--- config.mk ---
export PLATFORM = sky130hd
export DESIGN_NAME = uart_tx_scheduler_flat
export DESIGN_NICKNAME = d
export VERILOG_FILES = /design/src/rtl/uart_tx_scheduler_if.sv /design/src/rtl/uart_tx_scheduler.sv /design/src/flat_wrapper.sv
export SDC_FILE = /design/constraint.sdc
export NUM_CORES = 1
export LEC_CHECK = 0
export CORE_ASPECT_RATIO = 0.8
export CORE_UTILIZATION = 48
export CTS_CLUSTER_DIAMETER = 50
export DETAILED_ROUTE_END_ITERATION = 16
export PLACE_DENSITY = 0.75
export SLEW_MARGIN = 25
export SYNTH_ARGS = -nofsm -noshare
export SYNTH_HDL_FRONTEND = slang
export SYNTH_SLANG_ARGS = --single-unit
--- constraint.sdc ---
create_clock -name clk -period 2.41 [get_ports clk]
set_input_delay 0.6025 -clock clk [delete_from_list [all_inputs] [get_ports clk]]
set_output_delay 0.6025 -clock clk [all_outputs]
set_load 0.01 [all_outputs]
--- src/rtl/uart_tx_scheduler_if.sv ---
// FIFO-side bus of the UART transmit scheduler: write strobe, data byte,
// full back-pressure and the sticky overrun flag.
interface uart_tx_scheduler_if;
    logic [7:0] w_data;
    logic [2:0] op_code_data;
    logic       wr_uart;
    logic       tx_full;
    logic       overrun;

    modport master (
        output w_data,
        output op_code_data,
        output wr_uart,
        output overrun,
        input  tx_full
    );

    modport slave (
        input  w_data,
        input  op_code_data,
        input  wr_uart,
        input  overrun,
        output tx_full
    );
endinterface

--- src/rtl/uart_tx_scheduler.sv ---
// Two-player link transmitter: tracks four message sources, sends changed
// bytes round-robin into the UART TX FIFO and fills silence with heartbeats.
module uart_tx_scheduler #(
    parameter int         HEARTBEAT_CYCLES = 650_000,
    parameter logic [7:0] HEARTBEAT_BYTE   = 8'h07
) (
    input  logic                       clk,
    input  logic                       rst,
    input  logic [7:0]                 data_game_state_sel,
    input  logic [7:0]                 data_shoot_control,
    input  logic [7:0]                 data_mouse_control,
    input  logic [7:0]                 data_score_control,
    uart_tx_scheduler_if.master        tx_bus
);
    localparam int             CNT_W   = $clog2(HEARTBEAT_CYCLES + 1);
    localparam logic [CNT_W-1:0] CNT_MAX = CNT_W'(HEARTBEAT_CYCLES - 1);

    typedef enum logic {IDLE, SEND} state_t;

    state_t           state;
    state_t           state_next;
    logic [7:0]       src [4];
    logic [7:0]       shadow [4];
    logic [3:0]       pending;
    logic [3:0]       live_vec;
    logic [3:0]       grant_vec;
    logic [1:0]       rr_ptr;
    logic [1:0]       grant_idx;
    logic [1:0]       cand;
    logic [CNT_W-1:0] hb_cnt;
    logic             hb_due;
    logic [7:0]       w_data;
    logic             overrun;
    logic             wr_uart;
    logic             data_grant;
    logic             hb_grant;
    logic             tx_full;

    assign src[0] = data_game_state_sel;
    assign src[1] = data_shoot_control;
    assign src[2] = data_mouse_control;
    assign src[3] = data_score_control;

    assign tx_full             = tx_bus.tx_full;
    assign tx_bus.w_data       = w_data;
    assign tx_bus.op_code_data = w_data[2:0];
    assign tx_bus.wr_uart      = wr_uart;
    assign tx_bus.overrun      = overrun;

    // A source needs sending when it moved to a value with a non-null opcode.
    always_comb begin
        live_vec = '0;
        for (int i = 0; i < 4; i++) begin
            if (src[i] != shadow[i] && src[i][2:0] != 3'b000) begin
                live_vec[i] = 1'b1;
            end
        end
    end

    // Scan downward so the set index closest above rr_ptr wins last.
    always_comb begin
        grant_idx = rr_ptr;
        cand      = rr_ptr;
        for (int k = 3; k >= 0; k--) begin
            cand = rr_ptr + 2'(k);
            if (pending[cand]) begin
                grant_idx = cand;
            end
        end
    end

    always_comb begin
        state_next = state;
        data_grant = 1'b0;
        hb_grant   = 1'b0;
        wr_uart    = 1'b0;
        case (state)
            IDLE: begin
                if (|pending) begin
                    data_grant = 1'b1;
                    state_next = SEND;
                end else if (hb_due) begin
                    hb_grant   = 1'b1;
                    state_next = SEND;
                end
            end
            SEND: begin
                wr_uart = !tx_full;
                if (!tx_full) begin
                    state_next = IDLE;
                end
            end
            default: state_next = IDLE;
        endcase
    end

    assign grant_vec = data_grant ? 4'(4'b0001 << grant_idx) : 4'b0000;

    always_ff @(posedge clk or posedge rst) begin
        if (rst) begin
            state <= IDLE;
        end else begin
            state <= state_next;
        end
    end

    // A fresh change on the source being granted keeps its pending bit set.
    always_ff @(posedge clk or posedge rst) begin
        if (rst) begin
            for (int i = 0; i < 4; i++) begin
                shadow[i] <= '0;
            end
            pending <= '0;
            overrun <= 1'b0;
            rr_ptr  <= '0;
            w_data  <= '0;
        end else begin
            for (int i = 0; i < 4; i++) begin
                shadow[i] <= src[i];
            end
            pending <= (pending & ~grant_vec) | live_vec;
            if (|(live_vec & pending & ~grant_vec)) begin
                overrun <= 1'b1;
            end
            if (data_grant) begin
                w_data <= shadow[grant_idx];
                rr_ptr <= grant_idx + 2'd1;
            end else if (hb_grant) begin
                w_data <= HEARTBEAT_BYTE;
            end
        end
    end

    // Any write restarts the heartbeat interval and cancels a due heartbeat.
    always_ff @(posedge clk or posedge rst) begin
        if (rst) begin
            hb_cnt <= '0;
            hb_due <= 1'b0;
        end else begin
            if (wr_uart) begin
                hb_cnt <= '0;
            end else if (hb_cnt != CNT_MAX) begin
                hb_cnt <= hb_cnt + CNT_W'(1);
            end
            if (wr_uart || hb_grant) begin
                hb_due <= 1'b0;
            end else if (hb_cnt == CNT_MAX) begin
                hb_due <= 1'b1;
            end
        end
    end
endmodule

--- src/flat_wrapper.sv ---
// flat-port wrapper written by rule: the top's interface ports become plain ports
module uart_tx_scheduler_flat 
#(
    parameter int         HEARTBEAT_CYCLES = 650_000,
    parameter logic [7:0] HEARTBEAT_BYTE   = 8'h07
)
  (clk, rst, data_game_state_sel, data_shoot_control, data_mouse_control, data_score_control, tx_bus_w_data, tx_bus_op_code_data, tx_bus_wr_uart, tx_bus_overrun, tx_bus_tx_full);
  uart_tx_scheduler_if tx_bus_i ();
  input  logic clk;
  input  logic rst;
  input  logic [7:0] data_game_state_sel;
  input  logic [7:0] data_shoot_control;
  input  logic [7:0] data_mouse_control;
  input  logic [7:0] data_score_control;
  output wire logic [$bits(tx_bus_i.w_data)-1:0] tx_bus_w_data;
  output wire logic [$bits(tx_bus_i.op_code_data)-1:0] tx_bus_op_code_data;
  output wire logic [$bits(tx_bus_i.wr_uart)-1:0] tx_bus_wr_uart;
  output wire logic [$bits(tx_bus_i.overrun)-1:0] tx_bus_overrun;
  input wire logic [$bits(tx_bus_i.tx_full)-1:0] tx_bus_tx_full;
  assign tx_bus_w_data = tx_bus_i.w_data;
  assign tx_bus_op_code_data = tx_bus_i.op_code_data;
  assign tx_bus_wr_uart = tx_bus_i.wr_uart;
  assign tx_bus_overrun = tx_bus_i.overrun;
  assign tx_bus_i.tx_full = tx_bus_tx_full;
  uart_tx_scheduler #(.HEARTBEAT_CYCLES(HEARTBEAT_CYCLES), .HEARTBEAT_BYTE(HEARTBEAT_BYTE)) u_core (.clk(clk), .rst(rst), .data_game_state_sel(data_game_state_sel), .data_shoot_control(data_shoot_control), .data_mouse_control(data_mouse_control), .data_score_control(data_score_control), .tx_bus(tx_bus_i));
endmodule
==> impl_results.md, run 1 <==
* Outcome: complete, no violations
* Top post-synthesis cells by area: dfrtp_1, xnor2_1, mux2i_1, nor2_1, nand4_1
* Total congestion overflow at 0
* Syn. warnings at 0
* Total GRT Usage at 21.3%
* Share of cells above drive strength 1 at 9.06%
* Number of synthesized flops with an enable pin at 0
* CTS root buffer: clkbuf_8
* # setup viols final at 0
* Die Height at 74.7 um
* Synth Flop Type: dfrtp_1
* Fmax at 0.430 GHz
* Hold WC Path Type: reg2reg
* Slew Viols, Final at 0
* Vias in the first global route at 2277
* Mapped Cells at 282
* Port buffer count at 47
* Worst Setup End Kind: output port
* Post-Syn Area at 3170 um^2
* CTS tree: done
* Area grow syn2layout at 24.6%
* Die ar. at 6940 um^2
* Nets at 374
* Min cycle time layout at 2.33 ns
* H-Tree Depth at 3
* Final Instance Count excl. Fillers at 426
* Routed Antenna Nets at 0
* Synth Register Bits at 69
* Starting DRT DRC Count at 138
* CP arrival at 1.73 ns
* Slew headroom at 55.9%
* Clock sinks at 69
* Crit Path Category: in2out
* Yosys top cell area share at 54.4%
* DP HPWL at 4.79 mm
* TritonRoute pass-1 iters at 6
* Final Hold Viols at 0
* Syn avg cell area at 11.2 um^2
* Antenna diodes at 0
* Setup bufs post-CTS at 0
* Clk buf depth at 2
* Asr flop ratio synth at 100%
* TritonCTS Buffers at 9
* Reg clk slew, reported paths at 0.07 ns
* Largest net degree at the start of global routing at 70
* Max cap viols at 0
* Die X at 92.9 um
* Vias/cell at 5.40
* Routed vias at 2301
* Row Count at 26
* Setup TNS Final at 0 ns
* Yosys cell types at 42
* Final wirelength at 6.57 mm
* Starting Density at 49.7%
* Fin crit share at 96.6%
* CORE AREA at 6380 um^2
* Worst-Margin Slew at 0.660 ns
* Layout Skew at 0.00829 ns
* CP max FO at 2
* Placed insts at 411
* Worst IR Drop VDD at 0.546 mV
* Clk_lat worst skew at 0.35 ns
* DRC violation count after routing at 0
* Global-route wire length before repair at 11.1 mm
* Gpl congestion at 0.775
* Initial antenna violation count at 0
* PwrDens at 923 nW/um^2
* Startpoint types: input pin
* Lkg Pwr at 1.62 nW
* Net Count, Synth at 318
* IO Count at 48
* WL per Instance at 15.4 um
* Worst path required time at 1.81 ns
* Sequential fraction of the synthesis area at 54.4%
* Cts hold-fix bufs at 0
* Leading area contributor after synthesis: dfrtp_1
* RSZ-0062 raised after global routing: false
cell usage in the layout (no fill, tap or decap), types with 2 or more instances in the layout:
cell              n
o221ai_1          6
o32ai_1           4
nand2b_1          3
dfrtp_1          69
a21oi_1           6
o21a_1            2
o21ai_2           2
inv_2             2
clkdlybuf4s50_1  47
inv_1             5
and4_1            2
nor4_1            2
clkbuf_8         11
o21ai_1           3
or3_1             4
nor2_1           28
xnor2_1          39
xor2_1            9
nand2_1          23
buf_4             4
clkinvlp_4        2
mux2_1            2
a31oi_1           3
nand4_1          14
nand3_1           5
a311oi_1          2
nor2b_1           2
and3_1            3
o21ai_0           5
mux2i_1          14
o22ai_1           3
cells in the mapped netlist, types with 5 or more instances:
library cell	number
inv_1	6
xnor2_1	39
mux2i_1	14
nand2_1	23
a21oi_1	6
o21ai_0	5
dfrtp_1	69
o221ai_1	6
xor2_1	9
nand3_1	5
nor2_1	29
nand4_1	14
path summary, 6_finish.rpt:
kind / to / slack [ns] / startpoint / cells past startpoint
max in group asynchronous: u_core.tx_bus.w_data[1] / 1.47 / rst / 3
worst min register to register: u_core.tx_bus.w_data[3] / 0.51 / u_core.tx_bus.w_data[3] / 2
worst min-delay path: u_core.tx_bus.w_data[3] / 0.51 / u_core.tx_bus.w_data[3] / 2
min in group asynchronous: u_core.hb_cnt[14] / 0.64 / rst / 3
worst max register to register: u_core.tx_bus.overrun / 0.34 / u_core.rr_ptr[1] / 5
worst max-delay path: tx_bus_wr_uart / 0.08 / tx_bus_tx_full / 3
power breakdown:
part           internal [mW]  leakage, nW  total, mW  switching (mW)
registers               1.32        0.834       1.46           0.146
clock network          0.529       0.0947      0.946           0.417
logic                  0.615        0.688       1.24           0.625
total                   2.46         1.62       3.65            1.19
logic make-up (layout without fill, tap and decap cells):
group / count (synthesis) / count (layout) / synth area share (%)
simple gates: 91 / 91 / 14.0
flops: 69 / 69 / 54.4
xor+xnor: 48 / 48 / 13.3
compound gates: 42 / 42 / 10.0
mux: 17 / 17 / 5.48
buf+inv: 14 / 74 / 2.37
fa+ha+maj: 1 / 1 / 0.394
per-stage QoR:
step / worst slack (ns) / utilization, % / area [um^2] / power (mW) / hold slack [ns]
6_report: 0.0818 / 62.0 / 3950 / 3.65 / 0.509
5_1_grt: 0.0267 / 62.0 / 3950 / 3.86 / 0.526
4_1_cts: 0.0350 / 61.9 / 3950 / 3.66 / 0.515
3_5_place_dp: 0.0445 / 58.8 / 3750 / 2.72 / 0.488
3_3_place_gp: 0.0197 / 58.8 / 3750 / 2.69 / 0.484
2_1_floorplan: 0.0676 / - / 3170 / 2.28 / 0.498
timing repair:
item	in CTS	in global routing
endpoints found under the hold margin	0	0
resized for setup	0	1
endpoints found under the setup margin	0	1
critical path, stage by stage:
cell             delay [ns]
clkdlybuf4s50_1        0.44
nor2_2                 0.13
clkdlybuf4s50_1        0.55
sequential cells by signal, summed over array words and instances, names as in the netlist:
name,flops
u_core.shadow,32
u_core.hb_cnt,20
u_core.tx_bus.w_data,8
u_core.pending,4
u_core.rr_ptr,2
u_core.hb_due,1
u_core.state,1
u_core.tx_bus.overrun,1
final cells by class:
class | instances | area (um^2)
fillers | 542 | 2420
flip-flops and latches | 69 | 1730
multi-input cells | 199 | 1370
repair buffers | 52 | 520
clock buffers | 12 | 155
well taps | 84 | 105
clock inverters | 3 | 45.0
inverters | 7 | 26.3
per-layer routing:
layer	share of wire, %	track usage, %	routed length (um)	up-vias
met2	45	31.5	2970	55
met1	48	30.8	3170	1129
met5	0	0	0	-
met3	5.4	6.36	357	8
li1	-	-	-	1109
met4	1.1	5.81	75	0
No activity file was read; power rests on OpenSTA's default activity.
==> inputs of run 2 (changes only) <==
--- a/config.mk
+++ b/config.mk
@@ -6,6 +6,7 @@
 export NUM_CORES = 1
 export LEC_CHECK = 0
 export CORE_ASPECT_RATIO = 0.8
+export CORE_MARGIN = 2
 export CORE_UTILIZATION = 48
 export CTS_CLUSTER_DIAMETER = 50
 export DETAILED_ROUTE_END_ITERATION = 16
==> run 2 against run 1 <==
  * Core utilization grew 0.73 points
  * Power is 5.0% higher
  * Sequential power about the same
  * Count of clock-buffer cells in the layout is 2 lower
  * Critical path depth unchanged
  * First-iteration DRC count shrank 18%
==> impl_results.md, run 2 (synthesized netlist as in run 1, its figures left out) <==
* DRC violation count after routing at 0
* Register bank with the most flops: u_core.shadow
* Final Hold Viols at 0
* Clk_lat worst skew at 0.35 ns
* Routed Antenna Nets at 0
* WL per Instance at 15.2 um
* Area grow syn2layout at 26.0%
* Layout Skew at 0.0110 ns
* Multi-input logic area at 1370 um^2
* Outcome: complete, no violations
* PwrDens at 958 nW/um^2
* Largest net degree at the start of global routing at 70
* CORE AREA at 6380 um^2
* Most frequent cells in the layout: dfrtp_1, clkdlybuf4s50_1, xnor2_1
* Reg2reg path depth at 6
* Worst Setup End Kind: output port
* Gpl congestion at 0.845
* Die Height at 76.7 um
* Antenna diodes at 0
* Die X at 94.9 um
* Slew Viols, Final at 0
* Fmax at 0.428 GHz
* Share of cells above drive strength 1 at 9.59%
* Startpoint types: input pin
* CP max FO at 2
* Top delay family on crit path: buffers and inverters
* IO Count at 48
* Placed insts at 412
* Wl on met1 at 3.23 mm
* Die ar. at 7280 um^2
* Row Count at 26
* CTS tree: done
* CP arrival at 1.74 ns
* Total congestion overflow at 0
* H-Tree Depth at 3
* Max reg flops at 32
* Fin crit share at 97.0%
* CP max stage delay at 0.55 ns
* Initial antenna violation count at 0
* Critical Path, Cell by Cell: clkdlybuf4s50_1, nor2_2, clkdlybuf4s50_1
* Regs by FF count: u_core.shadow x32, u_core.hb_cnt x20, u_core.tx_bus.w_data x8
* CP max stage cell: clkdlybuf4s50_1
* DR WL met3 at 283 um
* Final wirelength at 6.50 mm
* Slew headroom at 59.6%
* Hold path depth at 2
* Nets at 375
* Fillers at 517
* Most common cell after layout, fill and taps aside: dfrtp_1
* TritonCTS Buffers at 9
* Setup TNS Final at 0 ns
* Lkg Pwr at 1.64 nW
* TritonRoute pass-1 iters at 4
* WP buf/inv at 2
* Vias/cell at 5.35
* DP HPWL at 4.73 mm
* CP dominant cell by count: clkdlybuf4s50_1
* Vias in the first global route at 2285
* Clk buf depth at 2
* Total GRT Usage at 20.6%
* Worst-Margin Slew at 0.604 ns
* Worst path required time at 1.81 ns
* # setup viols final at 0
* Sequential cell area at 1730 um^2
* Port buffer count at 47
* Starting DRT DRC Count at 113
* CP Depth at 3
* Hold WC Path Type: reg2reg
* Max cap viols at 0
* Top layer in use: met4
* Final Instance Count excl. Fillers at 428
* Cts hold-fix bufs at 0
* Global-route wire length before repair at 11.3 mm
* CTS root buffer: clkbuf_8
* Clock sinks at 69
* Routed vias at 2291
* Worst IR Drop VDD at 0.591 mV
* Reg clk slew, reported paths at 0.07 ns
* Starting Density at 49.7%
* Crit Path Category: in2out
* RSZ-0062 raised after global routing: false
* DR WL met2 at 2.94 mm
* Min cycle time layout at 2.34 ns
==> run 2: final cells by class <==
type,count,area share [%]
Sequential cell,69,43.2
Multi-Input combinational cell,199,34.3
Timing Repair Buffer,53,13.2
Clock buffer,10,3.19
Clock inverter,6,2.79
Tap cell,84,2.63
Inverter,7,0.657
==> run 2: per-layer routing <==
metal | track usage, % | vias up
met2 | 29.0 | 61
met1 | 31.0 | 1105
met5 | 0 | -
met4 | 5.22 | 0
met3 | 6.78 | 6
li1 | - | 1119
==> run 2: what timing repair did <==
action                                  4_1_cts  5_1_grt
setup buffers                                 0        0
gates resized for setup                       0        1
endpoints found under the setup margin        0        1
==> run 2: metrics by stage <==
stage / utilization [%] / power (mW) / setup slack [ns] / hold WS [ns] / area [um^2]
after floorplan: - / 2.28 / 0.0676 / 0.498 / 3170
after global routing: 62.7 / 4.05 / 0.0106 / 0.525 / 4000
after global placement: 58.9 / 2.70 / 0.0296 / 0.483 / 3760
after detailed placement: 58.9 / 2.73 / 0.0247 / 0.480 / 3760
final: 62.7 / 3.83 / 0.0715 / 0.507 / 4000
after CTS: 62.7 / 3.86 / 0.0176 / 0.513 / 4000
==> run 2: final timing paths <==
kind	start	endpoint	slack, ns
worst max-delay path	tx_bus_tx_full	tx_bus_wr_uart	0.07
worst min-delay path	u_core.tx_bus.w_data[5]	u_core.tx_bus.w_data[5]	0.51
worst max register to register	u_core.rr_ptr[1]	u_core.tx_bus.w_data[3]	0.34
worst min register to register	u_core.tx_bus.w_data[5]	u_core.tx_bus.w_data[5]	0.51
max in group asynchronous	rst	u_core.hb_cnt[2]	1.47
min in group asynchronous	rst	u_core.shadow[29]	0.63
==> run 2: where the power goes <==
group,internal [mW],switching [mW]
Clock,0.687,0.430
Sequential,1.32,0.145
Combinational,0.624,0.630
==> run 2: worst min-delay path: cells and delay by family (launching register included) <==
kind               cells  cell delay (ns)
and+or+nand+nor        1             0.05
AOI/OAI and AO/OA      1             0.06
DFF                    1             0.36
==> inputs of run 3 (changes only) <==
--- a/config.mk
+++ b/config.mk
@@ -6,10 +6,10 @@
 export NUM_CORES = 1
 export LEC_CHECK = 0
 export CORE_ASPECT_RATIO = 0.8
-export CORE_MARGIN = 2
 export CORE_UTILIZATION = 48
 export CTS_CLUSTER_DIAMETER = 50
 export DETAILED_ROUTE_END_ITERATION = 16
+export GPL_ROUTABILITY_DRIVEN = 0
 export PLACE_DENSITY = 0.75
 export SLEW_MARGIN = 25
 export SYNTH_ARGS = -nofsm -noshare
==> results of run 3 <==
Same layout as run 1: the final DEF is identical, and so are final timing and power.
